==> config.mk <==
export PLATFORM = sky130hd
export DESIGN_NAME = hilo_sequencer
export DESIGN_NICKNAME = d
export VERILOG_FILES = /design/src/rtl/hilo_sequencer_pkg.sv /design/src/rtl/hilo_sequencer.sv
export SDC_FILE = /design/constraint.sdc
export NUM_CORES = 1
export LEC_CHECK = 0
export CORE_MARGIN = 2
export CORE_UTILIZATION = 40
export DETAILED_ROUTE_END_ITERATION = 10
export PLACE_DENSITY = 0.87
export SETUP_SLACK_MARGIN = 0.15
export SLEW_MARGIN = 20
export SYNTH_ARGS = -nofsm -noshare
export SYNTH_HDL_FRONTEND = slang
export SYNTH_SLANG_ARGS = --single-unit
export TNS_END_PERCENT = 100
==> constraint.sdc <==
create_clock -name clk -period 2.3 [get_ports clk]
set_clock_uncertainty 0.2 [all_clocks]
set_input_delay 0.23 -clock clk [delete_from_list [all_inputs] [get_ports clk]]
set_output_delay 0.23 -clock clk [all_outputs]
set_load 0.01 [all_outputs]
==> src/rtl/hilo_sequencer_pkg.sv <==
// Shared definitions for the HI/LO multiply sequencer: FSM state encoding
// and the default datapath width.
package hilo_sequencer_pkg;

    localparam int HILO_DATA_W = 32;

    typedef enum logic [1:0] {
        ST_IDLE  = 2'd0,
        ST_START = 2'd1,
        ST_WAIT  = 2'd2
    } state_t;

endpackage

==> src/rtl/hilo_sequencer.sv <==
// Issue-and-writeback stage around an external multi-cycle multiplier.
// Latches operands on a MULT request, pulses the multiplier start for one
// cycle, waits (bounded) for done and writes the product into HI/LO.
// MTHI/MTLO writes are accepted only while idle.
module hilo_sequencer
    import hilo_sequencer_pkg::*;
#(
    parameter int DATA_W  = HILO_DATA_W,
    parameter int TIMEOUT = 40,
    parameter int CNT_W   = 6
) (
    input  logic                clk,
    input  logic                reset,
    input  logic                mult_req,
    input  logic [DATA_W-1:0]   op_a,
    input  logic [DATA_W-1:0]   op_b,
    input  logic                mthi_we,
    input  logic                mtlo_we,
    input  logic [DATA_W-1:0]   wdata,
    output logic                busy,
    output logic                mult_ack,
    output logic                timeout_err,
    output logic [DATA_W-1:0]   mul_a,
    output logic [DATA_W-1:0]   mul_b,
    output logic                mul_start,
    input  logic [2*DATA_W-1:0] mul_result,
    input  logic                mul_done,
    output logic [DATA_W-1:0]   hi,
    output logic [DATA_W-1:0]   lo
);

    // Last WAIT count value; the wait is abandoned when it is reached without done.
    localparam logic [CNT_W-1:0] CNT_LAST = CNT_W'(TIMEOUT - 1);

    state_t              state_q, state_d;
    logic [CNT_W-1:0]    cnt_q;
    logic [DATA_W-1:0]   mul_a_q, mul_b_q;
    logic [DATA_W-1:0]   hi_q, lo_q;
    logic                ack_q;
    logic                err_q;

    // mul_done is only meaningful in WAIT; a stale done seen in START is ignored.
    logic wait_done;
    logic wait_expire;
    assign wait_done   = (state_q == ST_WAIT) && mul_done;
    assign wait_expire = (state_q == ST_WAIT) && !mul_done && (cnt_q == CNT_LAST);

    // State register plus all datapath registers, synchronous active-high reset.
    // NOTE: clocked state uses non-blocking assignments so every register
    // samples the pre-edge values of the others, independent of statement order.
    always_ff @(posedge clk) begin
        if (reset) begin
            state_q <= ST_IDLE;
            cnt_q   <= '0;
            mul_a_q <= '0;
            mul_b_q <= '0;
            hi_q    <= '0;
            lo_q    <= '0;
            ack_q   <= 1'b0;
            err_q   <= 1'b0;
        end else begin
            state_q <= state_d;
            ack_q   <= wait_done;
            if (wait_expire) begin
                err_q <= 1'b1;
            end
            case (state_q)
                ST_IDLE: begin
                    // Moves to HI/LO land in the same cycle a request is accepted;
                    // the later product overwrites them.
                    if (mthi_we) hi_q <= wdata;
                    if (mtlo_we) lo_q <= wdata;
                    if (mult_req) begin
                        mul_a_q <= op_a;
                        mul_b_q <= op_b;
                    end
                end
                ST_START: begin
                    cnt_q <= '0;
                end
                ST_WAIT: begin
                    if (wait_done) begin
                        {hi_q, lo_q} <= mul_result;
                    end else if (!wait_expire) begin
                        cnt_q <= cnt_q + CNT_W'(1);
                    end
                end
                default: ;
            endcase
        end
    end

    // Next-state decode.
    // NOTE: state_d gets a default before the case so no path leaves it
    // unassigned, which would otherwise infer a latch.
    always_comb begin
        state_d = state_q;
        case (state_q)
            ST_IDLE:  if (mult_req) state_d = ST_START;
            ST_START: state_d = ST_WAIT;
            ST_WAIT:  if (wait_done || wait_expire) state_d = ST_IDLE;
            default:  state_d = ST_IDLE;
        endcase
    end

    // Handshake outputs decoded from the current state.
    always_comb begin
        busy      = 1'b0;
        mul_start = 1'b0;
        case (state_q)
            ST_START: begin
                busy      = 1'b1;
                mul_start = 1'b1;
            end
            ST_WAIT:  busy = 1'b1;
            default:  ;
        endcase
    end

    assign mult_ack    = ack_q;
    assign timeout_err = err_q;
    assign mul_a       = mul_a_q;
    assign mul_b       = mul_b_q;
    assign hi          = hi_q;
    assign lo          = lo_q;

endmodule

==> key figures <==
Outcome
  – Status: complete, no violations

Clock tree
  – Sink Count: between 100 and 150
  – Clock transition at path regs: 0.06 ns
  – Post-cts hold buffer count: 0
  – Clock latency at the later pin of the worst-skew pair: 0.41 ns
  – Number of buffers created by CTS: 17
  – CTS Root Cell: clkbuf_16
  – CTS Buffer Depth: 2
  – CTS tree: done
  – H-tree Lvls: 4
  – Post-CTS setup buffer count: 0

Cells and area
  – FF/Latch Area: 2760 um^2
  – # fillers: 1,158
  – Ant. Diodes: 0
  – Number of non-filler instances in the completed layout: 1,098
  – Area Growth Syn to Fin: 64.3%
  – Layout cells sized above 1: 0.118
  – Multi-input logic area: 2810 um^2
  – # nets final: between 1,000 and 1,500

Setup path
  – Critical-path top delay cell: dfxtp_1
  – CP bufs+invs: 2
  – Worst Path Required: ~2.4 ns
  – Critical Path Stages: 7
  – CP max FO: 64
  – Worst path arrival time: 2.11 ns
  – Slowest Stage Delay on Critical Path: 0.32 ns
  – Worst Reg2Reg Path Length in Cells: 7
  – CP Cell Sequence: inv_1, ha_2, mux2i_4, a21oi_4, buf_12, nor2_1, a211oi_2
  – Startpoint Class: register
  – Setup crit end kind: register
  – Delay-heaviest family, CP: buffers and inverters
  – Kind of critical path: register to register

Routing
  – Vias post-DR: 5,417
  – Routed vias/inst: between 4 and 5
  – Post-Route WL: 17,100 um
  – Antenna Nets Post-Route: 0
  – DR pass1 iterations: 4
  – Wire per inst: approximately 16 um
  – Initial detailed-routing violation count: 255
  – Post-route DRC: 0

Floorplan
  – Die W: between 100 and 150 um
  – Die Ht: 125 um
  – Number of top-level pins: around 300
  – Core Region: approximately 14,000 um^2
  – Die Area: 15,600 um^2
  – Row count: 44
  – Initial core utilization: 0.406

Timing
  – Max-slew violations: 0
  – Post-route worst setup slack: 0.311 ns
  – Slew @ Worst Pin: 0.462 ns
  – Fin Setup TNS: 0 ns
  – RSZ-0062 raised after global routing: no
  – Final setup viols: 0
  – Slew margin rel.: 0.692
  – Part of the cycle the worst path needs: 0.865
  – Final hold violation count: 0
  – Fmax: 503 MHz
  – Fin crit period: roughly 2 ns

GRT
  – First-pass GRT wire length: 26,700 um
  – Initial antenna violation count: 0
  – Vias in the first global route: 5,206
  – Gr usage total: 0.213
  – Pin count of the biggest net entering global routing: 65
  – Congestion Overflow GR: 0

Synthesis
  – Post-synthesis mux area share: 0.115
  – Synth unique cells: 33
  – Synth top area cells: dfxtp_1, a211oi_2, mux2i_1, nand2_1, a21oi_1
  – Net Count, Synth: 795
  – Yosys top cell area share: 0.472
  – Post-synthesis adder-cell area fraction: 0.00855
  – Synth Register Bits: between 100 and 150
  – Post-synth EDFFs: 0
  – Yosys top cell by area: dfxtp_1
  – Seq/Total Area, Yosys: 0.472
  – Mapped Avg Cell Area: 9.36 um^2
  – Yosys warning count: 0
  – Synth Area in Compound Gates: 0.209
  – Post-Syn Instances: between 600 and 700
  – Ys async rst share: 0
  – Simple-Gate Fraction of Synth Area: 0.143
  – Post-Syn Area: 5850 um^2
  – Largest family of logic cells by synthesized area: compound AO/OA/AOI/OAI gates
  – Main synth FF type: dfxtp_1
  – XOR/XNOR Fraction of Synth Area: 0

Placed design
  – Port-buffer cells: 297
  – Number of instances in the placed design: 1,067
  – Post-Place Setup Slack: 0.231 ns
  – Placer Congestion: a little under 0.8
  – DP HPWL: 12,200 um

Power
  – Leak Pwr: roughly 0.0034 uW
  – VDD IR-drop max: 0.487 mV
  – Pwr/cell area: 813 nW/um^2

Worst hold path
  – Hold Crit Class: input port to register
  – Hold depth: 2

Flow run
  – Max Cap Viol: 0
repair_timing:
item / CTS / global route
gates cloned: 0 / 0
resized for setup: 1 / 2
hold endpoints to repair: 0 / 0
setup endpoints to repair: 1 / 35
stage by stage:
| stage | utilization | instance area [um^2] | hold WS, ns | total power [uW] |
|---|---|---|---|---|
| 2_1_floorplan | - | 5850 | 0.166 | 3860 |
| 3_3_place_gp | 0.621 | 8950 | 0.238 | 4800 |
| 3_5_place_dp | 0.621 | 8950 | 0.246 | 4850 |
| 4_1_cts | 0.666 | 9610 | 0.0344 | 7900 |
| 5_1_grt | 0.667 | 9620 | 0.0557 | 8170 |
| 6_report | 0.667 | 9620 | 0.0593 | 7820 |
cells in the mapped netlist (6+ instances only):
cell,number
a211oi_2,56
inv_1,6
buf_4,8
dfxtp_1,138
a211oi_1,10
buf_2,13
nand2_1,134
mux2i_1,64
buf_6,6
nor2_1,66
clkbuf_1,19
a21oi_1,70
cell families after synthesis:
family / count (synthesis)
AOI/OAI and AO/OA: 148
adders and majority gates: 4
buffers and inverters: 55
DFF: 138
muxes: 66
and+or+nand+nor: 214
area by class of cell:
cell class	instances	share of cell area
Multi-Input combinational cell	432	0.292
Tap cell	184	0.0239
Timing Repair Buffer	307	0.326
Sequential cell	138	0.287
Inverter	6	0.00234
Clock buffer	21	0.0489
Clock inverter	10	0.0196
worst register-to-register path: stages, from the launching register on:
cell      delay, ns
dfxtp_1        0.32
inv_1          0.12
ha_2           0.32
mux2i_4        0.13
a21oi_4        0.15
buf_12         0.32
nor2_1         0.11
a211oi_2       0.24
per-layer routing:
layer | GRT usage | vias up | wire (um)
li1 | - | 2704 | -
met1 | 0.232 | 2526 | 6800
met2 | 0.387 | 165 | 8870
met3 | 0.0732 | 22 | 1110
met4 | 0.0680 | 0 | 311
met5 | 0 | - | 0
power by group:
| part | switching (uW) | internal (uW) | leakage [uW] |
|---|---|---|---|
| clock | 1020 | 2010 | 0.000320 |
| sequential | 135 | 2660 | 0.00114 |
| combinational | 930 | 1060 | 0.00198 |
final timing paths:
check | from | endpoint | slack (ns)
min reg2reg | mul_b[26]$_SDFFE_PP0P_ | mul_b[26]$_SDFFE_PP0P_ | 0.25
max | state_q[0]$_SDFFE_PP0P_ | lo[7]$_SDFFE_PP0P_ | 0.31
max reg2reg | state_q[0]$_SDFFE_PP0P_ | lo[7]$_SDFFE_PP0P_ | 0.31
min | reset | mult_ack$_SDFF_PP0_ | 0.06
state kept, by name, summed over array words and instances, names as in the netlist:
signal       flops
timeout_err      1
state_q          2
mul_a           32
hi              32
mult_ack         1
cnt_q            6
mul_b           32
lo              32
cells in the final DEF, fill, tap and decap left out, types with 3 or more instances in the layout:
master	n
mux2i_1	64
nand3_1	4
nand2_1	133
clkbuf_8	3
a31oi_1	3
clkdlybuf4s50_1	294
buf_4	4
a211oi_1	10
bufinv_16	5
o21ai_0	3
a211oi_2	56
nor2_1	66
inv_1	6
buf_12	7
a21oi_1	70
dfxtp_1	138
clkbuf_16	17
No activity file was read; power rests on OpenSTA's default activity.
